### src/rtl/alu_pkg.sv
// Shared opcode map, sequencer state encoding and shift classification for the ALU sequencer.
// Latency: n/a (declarations only).
// Backpressure: n/a.
package alu_pkg;

   localparam int OP_W = 4;

   localparam logic [OP_W-1:0] OP_OR     = 4'd0;
   localparam logic [OP_W-1:0] OP_AND    = 4'd1;
   localparam logic [OP_W-1:0] OP_XOR    = 4'd2;
   localparam logic [OP_W-1:0] OP_NOR    = 4'd3;
   localparam logic [OP_W-1:0] OP_NOT_A  = 4'd4;
   localparam logic [OP_W-1:0] OP_PASS_A = 4'd5;
   localparam logic [OP_W-1:0] OP_PASS_B = 4'd6;
   localparam logic [OP_W-1:0] OP_SLL    = 4'd7;
   localparam logic [OP_W-1:0] OP_SRL    = 4'd8;
   localparam logic [OP_W-1:0] OP_SRA    = 4'd9;

   typedef enum logic [1:0] {
      ST_IDLE  = 2'd0,
      ST_SHIFT = 2'd1,
      ST_DONE  = 2'd2
   } state_t;

   typedef enum logic [1:0] {
      SH_NONE = 2'd0,
      SH_SLL  = 2'd1,
      SH_SRL  = 2'd2,
      SH_SRA  = 2'd3
   } shift_t;

   // Classifies an opcode as one of the iterated shifts, or SH_NONE for everything else.
   function automatic shift_t shift_type(input logic [OP_W-1:0] op);
      case (op)
         OP_SLL:  return SH_SLL;
         OP_SRL:  return SH_SRL;
         OP_SRA:  return SH_SRA;
         default: return SH_NONE;
      endcase
   endfunction

endpackage

### src/rtl/alu_gates.sv
// Bitwise gate-level op modules used by the logic core.
// Latency: combinational.
// Backpressure: none (pure functions of a/b).
// Ports: a, b (WIDTH operands, where used), y (WIDTH result).

module _OR #(parameter int WIDTH = 8) (
   input  logic [WIDTH-1:0] a,
   input  logic [WIDTH-1:0] b,
   output logic [WIDTH-1:0] y
);
   assign y = a | b;
endmodule

module _AND #(parameter int WIDTH = 8) (
   input  logic [WIDTH-1:0] a,
   input  logic [WIDTH-1:0] b,
   output logic [WIDTH-1:0] y
);
   assign y = a & b;
endmodule

module _XOR #(parameter int WIDTH = 8) (
   input  logic [WIDTH-1:0] a,
   input  logic [WIDTH-1:0] b,
   output logic [WIDTH-1:0] y
);
   assign y = a ^ b;
endmodule

module _NOR #(parameter int WIDTH = 8) (
   input  logic [WIDTH-1:0] a,
   input  logic [WIDTH-1:0] b,
   output logic [WIDTH-1:0] y
);
   assign y = ~(a | b);
endmodule

module _NOT_A #(parameter int WIDTH = 8) (
   input  logic [WIDTH-1:0] a,
   output logic [WIDTH-1:0] y
);
   assign y = ~a;
endmodule

module _OUTPUT_A #(parameter int WIDTH = 8) (
   input  logic [WIDTH-1:0] a,
   output logic [WIDTH-1:0] y
);
   assign y = a;
endmodule

module _OUTPUT_B #(parameter int WIDTH = 8) (
   input  logic [WIDTH-1:0] b,
   output logic [WIDTH-1:0] y
);
   assign y = b;
endmodule

### src/rtl/alu_logic_core.sv
// Single-cycle logic ops: selects one gate module output by opcode and flags unsupported opcodes.
// Latency: combinational.
// Backpressure: none; the caller registers the result.
// Ports: op (opcode), a, b (operands), result (logic result, 0 for shifts/illegal), illegal (opcode 10-15).
module alu_logic_core
   import alu_pkg::*;
#(
   parameter int WIDTH = 8
) (
   input  logic [OP_W-1:0]  op,
   input  logic [WIDTH-1:0] a,
   input  logic [WIDTH-1:0] b,
   output logic [WIDTH-1:0] result,
   output logic             illegal
);

   logic [WIDTH-1:0] or_y, and_y, xor_y, nor_y, nota_y, pa_y, pb_y;

   _OR       #(.WIDTH(WIDTH)) u_or   (.a(a), .b(b), .y(or_y));
   _AND      #(.WIDTH(WIDTH)) u_and  (.a(a), .b(b), .y(and_y));
   _XOR      #(.WIDTH(WIDTH)) u_xor  (.a(a), .b(b), .y(xor_y));
   _NOR      #(.WIDTH(WIDTH)) u_nor  (.a(a), .b(b), .y(nor_y));
   _NOT_A    #(.WIDTH(WIDTH)) u_nota (.a(a), .y(nota_y));
   _OUTPUT_A #(.WIDTH(WIDTH)) u_pa   (.a(a), .y(pa_y));
   _OUTPUT_B #(.WIDTH(WIDTH)) u_pb   (.b(b), .y(pb_y));

   always_comb begin
      result  = '0;
      illegal = 1'b0;
      case (op)
         OP_OR:     result = or_y;
         OP_AND:    result = and_y;
         OP_XOR:    result = xor_y;
         OP_NOR:    result = nor_y;
         OP_NOT_A:  result = nota_y;
         OP_PASS_A: result = pa_y;
         OP_PASS_B: result = pb_y;
         // Shifts are iterated by the sequencer; nothing to produce here.
         OP_SLL, OP_SRL, OP_SRA: result = '0;
         // Illegal opcodes report a zero result so the zero flag comes out set.
         default:   illegal = 1'b1;
      endcase
   end

endmodule

### src/rtl/alu_op_sequencer.sv
// Handshaked ALU front end: logic ops in one cycle, shifts iterated one bit per cycle.
// Latency: 1 cycle for logic/illegal ops and zero-amount shifts, 1+n cycles for a shift by n.
// Backpressure: in_ready only in IDLE; result and flags held stable in DONE until out_ready.
// Ports: clk, rst (sync, active-high); in_valid/in_ready/in_op/in_a/in_b operand channel;
//        out_valid/out_ready/out_result/out_zero/out_illegal result channel.
module alu_op_sequencer
   import alu_pkg::*;
#(
   parameter int WIDTH = 8
) (
   input  logic             clk,
   input  logic             rst,
   input  logic             in_valid,
   output logic             in_ready,
   input  logic [OP_W-1:0]  in_op,
   input  logic [WIDTH-1:0] in_a,
   input  logic [WIDTH-1:0] in_b,
   output logic             out_valid,
   input  logic             out_ready,
   output logic [WIDTH-1:0] out_result,
   output logic             out_zero,
   output logic             out_illegal
);

   localparam int SHW = $clog2(WIDTH);

   state_t           state_q, state_nxt;
   shift_t           shop_q, shop_nxt;
   logic [WIDTH-1:0] acc_q, acc_nxt;
   logic [SHW-1:0]   cnt_q, cnt_nxt;
   logic [WIDTH-1:0] res_q, res_nxt;
   logic             zero_q, zero_nxt;
   logic             ill_q, ill_nxt;

   logic [WIDTH-1:0] core_result;
   logic             core_illegal;
   logic [WIDTH-1:0] acc_sh;
   shift_t           in_sht;
   logic [SHW-1:0]   in_shamt;
   logic             accept;

   // One-bit shift step; SRA replicates the sign bit of the accumulator.
   function automatic logic [WIDTH-1:0] shift1(input logic [WIDTH-1:0] v, input shift_t t);
      case (t)
         SH_SLL:  return {v[WIDTH-2:0], 1'b0};
         SH_SRL:  return {1'b0, v[WIDTH-1:1]};
         SH_SRA:  return {v[WIDTH-1], v[WIDTH-1:1]};
         default: return v;
      endcase
   endfunction

   alu_logic_core #(.WIDTH(WIDTH)) u_core (
      .op      (in_op),
      .a       (in_a),
      .b       (in_b),
      .result  (core_result),
      .illegal (core_illegal)
   );

   assign in_ready    = (state_q == ST_IDLE) && !rst;
   assign accept      = in_valid && in_ready;
   assign out_valid   = (state_q == ST_DONE);
   assign out_result  = res_q;
   assign out_zero    = zero_q;
   assign out_illegal = ill_q;

   assign in_sht   = shift_type(in_op);
   assign in_shamt = in_b[SHW-1:0];
   assign acc_sh   = shift1(acc_q, shop_q);

   always_comb begin
      state_nxt = state_q;
      shop_nxt  = shop_q;
      acc_nxt   = acc_q;
      cnt_nxt   = cnt_q;
      res_nxt   = res_q;
      zero_nxt  = zero_q;
      ill_nxt   = ill_q;
      case (state_q)
         ST_IDLE: begin
            if (accept) begin
               if (in_sht != SH_NONE && in_shamt != '0) begin
                  acc_nxt   = in_a;
                  cnt_nxt   = in_shamt;
                  shop_nxt  = in_sht;
                  state_nxt = ST_SHIFT;
               end else if (in_sht != SH_NONE) begin
                  // Shift by zero finishes immediately with A unchanged.
                  res_nxt   = in_a;
                  zero_nxt  = (in_a == '0);
                  ill_nxt   = 1'b0;
                  state_nxt = ST_DONE;
               end else begin
                  res_nxt   = core_result;
                  zero_nxt  = (core_result == '0);
                  ill_nxt   = core_illegal;
                  state_nxt = ST_DONE;
               end
            end
         end
         ST_SHIFT: begin
            acc_nxt = acc_sh;
            cnt_nxt = cnt_q - 1'b1;
            if (cnt_q == SHW'(1)) begin
               res_nxt   = acc_sh;
               zero_nxt  = (acc_sh == '0);
               ill_nxt   = 1'b0;
               state_nxt = ST_DONE;
            end
         end
         ST_DONE: begin
            if (out_ready) state_nxt = ST_IDLE;
         end
         default: state_nxt = ST_IDLE;
      endcase
   end

   always_ff @(posedge clk) begin
      if (rst) begin
         state_q <= ST_IDLE;
         shop_q  <= SH_NONE;
         acc_q   <= '0;
         cnt_q   <= '0;
         res_q   <= '0;
         zero_q  <= 1'b0;
         ill_q   <= 1'b0;
      end else begin
         state_q <= state_nxt;
         shop_q  <= shop_nxt;
         acc_q   <= acc_nxt;
         cnt_q   <= cnt_nxt;
         res_q   <= res_nxt;
         zero_q  <= zero_nxt;
         ill_q   <= ill_nxt;
      end
   end

endmodule

### config.mk
export PLATFORM = sky130hd
export DESIGN_NAME = alu_op_sequencer
export DESIGN_NICKNAME = d
export VERILOG_FILES = /design/src/rtl/alu_pkg.sv /design/src/rtl/alu_gates.sv /design/src/rtl/alu_logic_core.sv /design/src/rtl/alu_op_sequencer.sv
export SDC_FILE = /design/constraint.sdc
export NUM_CORES = 1
export LEC_CHECK = 0
export CORE_UTILIZATION = 45
export CTS_CLUSTER_DIAMETER = 100
export DETAILED_ROUTE_END_ITERATION = 6
export GPL_TIMING_DRIVEN = 0
export PLACE_DENSITY = 0.78
export SLEW_MARGIN = 15
export SYNTH_ARGS = -nofsm -noshare
export SYNTH_HDL_FRONTEND = slang
export SYNTH_SLANG_ARGS = --single-unit
### constraint.sdc
create_clock -name clk -period 2.1 [get_ports clk]
set_input_delay 0.63 -clock clk [delete_from_list [all_inputs] [get_ports clk]]
set_output_delay 0.63 -clock clk [all_outputs]
set_load 0.005 [all_outputs]
* Word-level counts from Yosys, hierarchy flattened
Index checks and enable logic that the tools add are counted.
** Operators by class
- Reduce and logical (&&, ||, !) cells :: 17
- Equal/unequal tests :: 20
- Muxes and demuxes :: 30
- Bitwise gates (word level) :: 5
- Add/sub/neg operators :: 1
** Operators with widths (count)
- $pmux W8 S7 :: 1
- $mux W8 :: 6
- $pmux W8 S2 :: 2
- $logic_not A8 Y1 :: 3
- $pmux W8 S3 :: 1
- $eq A4 B3 Y1 const B :: 4
- $not A8 Y8 :: 2
- $pmux W2 S3 :: 2
- $reduce_or A10 Y1 :: 1
- $mux W1 :: 9
- $reduce_and A3 Y1 :: 3
- $and A8 B8 Y8 :: 1
- $eq A4 B2 Y1 const B :: 2
- $eq A4 B4 Y1 const B :: 2
- $mux W2 :: 4
- $or A8 B8 Y8 :: 1
- $xor A8 B8 Y8 :: 1
- $eq A2 B2 Y1 const B :: 3
- $mux W3 :: 2
- $ne A2 B2 Y1 const B :: 3
- $pmux W3 S2 :: 1
- $eq A2 B1 Y1 const B :: 2
- $eq A4 B1 Y1 const B :: 1
- $logic_not A4 Y1 :: 1
- 10 further kinds :: 15
** Word-level totals
- Logic and storage cells :: 80
- Input port bits :: 24
- Output and inout bits :: 12
- Bits in registers :: 25

* Logic depth before layout (Yosys ltp)
- Depth after elaboration :: 8
- Depth in mapped cells :: 9
- Mapped depth without buffers :: 9

* By module
From an unflattened synthesis, not the netlist that was laid out.
** Second synthesis, totals
- Cells, all modules :: 321
- Area, all modules :: 2511.2 um^2
** Modules (own cells, without submodules)
- alu_op_sequencer :: area each 1585.3 um^2, seq. area each 500.5 um^2, instances 1, cells each 193
- alu_logic_core :: area each 575.6 um^2, seq. area each 0.0 um^2, instances 1, cells each 72
- _XOR :: area each 70.1 um^2, seq. area each 0.0 um^2, instances 1, cells each 8
- _OUTPUT_A :: area each 60.1 um^2, seq. area each 0.0 um^2, instances 1, cells each 8
- _OUTPUT_B :: area each 60.1 um^2, seq. area each 0.0 um^2, instances 1, cells each 8
- _AND :: area each 50.0 um^2, seq. area each 0.0 um^2, instances 1, cells each 8
- _OR :: area each 50.0 um^2, seq. area each 0.0 um^2, instances 1, cells each 8
- _NOR :: area each 30.0 um^2, seq. area each 0.0 um^2, instances 1, cells each 8
- _NOT_A :: area each 30.0 um^2, seq. area each 0.0 um^2, instances 1, cells each 8

* Least setup slack after synthesis
Ideal clock, no wire load.
- Path type :: input-to-reg
- From :: in in_a[0]
- To :: reg res_q[0] (netlist: out_result[0])
- Arrival :: 1.995 ns
- Stages :: 8
- Path buffers :: 0
- Required time :: 1.972 ns
- Library setup time :: 0.128 ns
- Slack :: -0.023 ns
- Cell sequence :: inv_1 > ha_1 > mux2_2 > mux4_2 > a221oi_1 > nor3_1 > a21oi_1 > nor2_1
** Between the ends
- Cells in the longest elaborated chain, start to end :: 7
- Elaborated cells on any way between the ends :: 10
- Those cells by class :: 5 x mux; 5 x bitwise
** RTL lines
- start: declaration :: line alu_op_sequencer.sv:16 : input logic [WIDTH-1:0] in_a,
- $or A8 B8 Y8 :: line alu_gates.sv:11, alu_gates.sv:35
- $not A8 Y8 :: line alu_gates.sv:35 : assign y = ~(a | b);
- $pmux W8 S7 :: line alu_logic_core.sv:30 : case (op)
- $mux W8 (*) :: line alu_op_sequencer.sv:87 : end else if (in_sht != SH_NONE) begin
- $mux W8 (*) :: line alu_op_sequencer.sv:82 : if (in_sht != SH_NONE && in_shamt != '0) begin
- $mux W8 (*) :: line alu_op_sequencer.sv:81 : if (accept) begin
- $pmux W8 S2 (*) :: line alu_op_sequencer.sv:79 : case (state_q)
- end signal: assignment :: line alu_op_sequencer.sv:132 : res_q <= res_nxt;
- end: declaration :: line alu_op_sequencer.sv:31 : logic [WIDTH-1:0] res_q, res_nxt;
Every way passes the cells marked *; elsewhere a longest branch is shown, timed or not. The select of a mux whose other input is x is not followed.
A chain may end at the register's enable or synchronous reset.

* Final worst setup path
- From :: in in_a[2]
- To :: reg res_q[2] (netlist: out_result[2])
Same word-level chain as after synthesis.

==> run summary <==
Worst hold slack: 0.4585 ns
Post-route minimum period: 2.106 ns
Crit-path cells: buf_2 -> inv_1 -> ha_1 -> nand2b_1 -> a32oi_1 -> o311ai_2 -> a221oi_1 -> a211oi_1 -> a21oi_1 -> nor2_1
Top Ports: 36
H-tree levels: 1
Vias in the first global route: 2288
Detail Placement HPWL: 4794 um
Initial antenna violation count: 0
CTS Buf Count: 3
DP Worst Slack: -0.9052 ns
Clock Sinks: 25
LEAKAGE: 1.197 nW
Yosys Warn Count: 0
Comb pwr share: 34.9%
Pwr/cell area: 425.7 mW/mm2
CTS root buf: clkbuf_8
Highest-count cells in the layout ignoring fill and taps: nor2_1 (33), a21oi_1 (32), dfxtp_1 (25)
Critical path launch point type: primary input
GRT overflow: 0
Nets: 385
Peak supply drop: 0.0003782 V
Routability cong.: 0.9489
Vias/cell: 5.929
FFs w/ async S/R, synth: 0%
Critical path peak fanout: 6
Core outline area: 0.004755 mm2
Slew Limit Headroom: 60.81%
Layout cell share with drive strength beyond 1: 20.18%
Int Pwr: 0.8310 mW
Largest net degree at the start of global routing: 14
Iter 0 DRT Violations: 225
Max Fclk: 0.4748 GHz
DRC viols: 0
Clock share of power: 23.6%
Area delta synth->final: 28.80%
Num rows: 25
Setup violators final: 2
Die span in y: 72.65 um
1st-pass router iterations: 5
Worst path max stage delay: 0.29 ns
Final setup margin: -0.006194 ns
CTS Hold Bufs: 0
Final Non-Filler Cells: 409
Number of library cell types mapped by synthesis: 49
Worst Hold Depth: 2
GRT Util Overall: 25.94%
CP max-delay cell: ha_1
ANT cells: 0
Violated checks: negative setup slack
Worst Path Class, Setup: in2reg
First-pass GRT wire length: 10770 um
Synthesized instance count: 297
Clock transition at path regs: 0.09 ns
Placed insts: 398
Maxcap violations: 0
Max-slew violations: 0
EDFF count, synth: 0
Port Buf Inserts: 34
Switching part of the total: 32.52%
Routed via count: 2425
Critical path arrival: 2.26 ns
Post-route clock period utilization: 100.3%
Req. time, crit path: 2.25 ns
Initial core utilization: 47.24%
DRT antenna net count: 0
Syn_area_per_cell: 7.562 um2
Status: complete, but fails checks
Final setup TNS: -0.008771 ns
Seq cells post-synth: 25
Clock buffer depth: 2
Final wirelength: 6463 um
Utilization after layout: 60.84%
Flop pwr share: 41.5%
Fillers: 445
Net Sw Power: 0.4005 mW
Worst skew pair latency: 0.27 ns
Clock skew: 0.003948 ns
Most common cell after layout, fill and taps aside: nor2_1
Mapped Area: 0.002246 mm2
Worst Max-Slew Pin Slew: 0.5878 ns
Final Hold Viols: 0
Reg2Reg Depth: 8
Synth Flop Type: dfxtp_1
RSZ-0062 raised after global routing: true
Post-synthesis sequential area ratio: 22.28%
Avg WL per Cell: 15.80 um
Synthesized Nets: 339
Die Span X: 72.65 um
Hold WC Path Type: reg2reg
CTS tree: built
Critical path endpoint category: flip-flop
Die ar.: 0.005277 mm2
-- per-layer routing --
metal / GRT usage (%) / vias up / share of wire [%]
met4: 8.715 / 0 / 1.7
met1: 35.01 / 1123 / 43
met2: 41.95 / 122 / 47
met3: 4.420 / 12 / 7.7
met5: 0 / - / 0
li1: - / 1168 / -
-- worst paths after layout --
kind                                                 start  slack [ns]                          to
worst max-delay path                               in_a[2]      -0.006  out_result[2]$_SDFFE_PP0P_
worst min-delay path            out_result[1]$_SDFFE_PP0P_        0.46  out_result[1]$_SDFFE_PP0P_
worst max register to register      shop_q[0]$_SDFFE_PP0P_        0.21       out_zero$_SDFFE_PP0P_
worst min register to register  out_result[1]$_SDFFE_PP0P_        0.46  out_result[1]$_SDFFE_PP0P_
-- cells in the mapped netlist (3+ instances only) --
master	count	area, um2
nand3_1	3	15.01
a211oi_1	8	60.06
mux2i_1	12	120.1
ha_1	18	225.2
a31oi_1	5	31.28
a21oi_1	33	165.2
buf_6	3	33.78
mux2_2	6	67.56
nand2_1	21	78.83
nor3_1	8	40.04
dfxtp_1	25	500.5
nor2_1	34	127.6
nand2b_1	6	37.54
o22ai_1	4	25.02
o21ai_0	12	60.06
clkbuf_1	6	22.52
buf_2	9	45.04
nor2b_1	11	68.82
inv_1	23	86.33
a221oi_1	6	52.55
and3_1	3	18.77
nor4_1	3	18.77
a32oi_1	3	26.28
a22oi_1	4	30.03
-- metrics by stage --
step	cell area (um2)	total power, mW
6_report	2893	1.232
5_1_grt	2893	1.292
3_3_place_gp	2676	0.8977
3_5_place_dp	2676	0.9037
4_1_cts	2851	1.214
2_1_floorplan	2252	0.7525
-- sequential cells by signal, summed over array words and instances, names as in the netlist --
name	flops
out_zero	1
acc_q	8
out_illegal	1
state_q	2
shop_q	2
cnt_q	3
out_result	8
-- critical path, delay by kind of cell --
kind                       cells  cell delay (ns)
buffers and inverters          2             0.22
adders and majority gates      1             0.29
AOI/OAI and AO/OA              5             0.93
and+or+nand+nor                2             0.19
-- layout make-up --
cell class | instances | area, um2 | share of cell area, %
Buffer | 20 | 126.4 | 4.369
Inverter | 23 | 86.33 | 2.984
Timing Repair Buffer | 41 | 377.9 | 13.06
Multi-Input combinational cell | 229 | 1673 | 57.83
Sequential cell | 25 | 500.5 | 17.30
Clock buffer | 4 | 45.04 | 1.557
Tap cell | 67 | 83.83 | 2.898
-- logic make-up (layout without fill, tap and decap cells) --
family / after synthesis / count (layout) / synth area share [%]
compound gates: 92 / 92 / 27.47
buf+inv: 43 / 88 / 8.857
simple gates: 100 / 100 / 22.01
flops: 25 / 25 / 22.28
fa+ha+maj: 18 / 18 / 10.03
mux: 19 / 19 / 9.359
-- repair_timing --
| action | in CTS | in global routing |
|---|---|---|
| pin swaps | 9 | 14 |
| setup endpoints to repair | 26 | 17 |
| buffers inserted | 7 | 0 |
| resized for setup | 74 | 34 |
-- power groups by stage --
stage               Clock [mW]  Combinational [mW]  Sequential, mW
floorplan                    0               0.234           0.519
detailed placement           0               0.383           0.521
global placement             0               0.377           0.521
finish                   0.291               0.429           0.511
CTS                      0.292               0.410           0.511
global route             0.307               0.471           0.514
No activity file was read; power rests on OpenSTA's default activity.
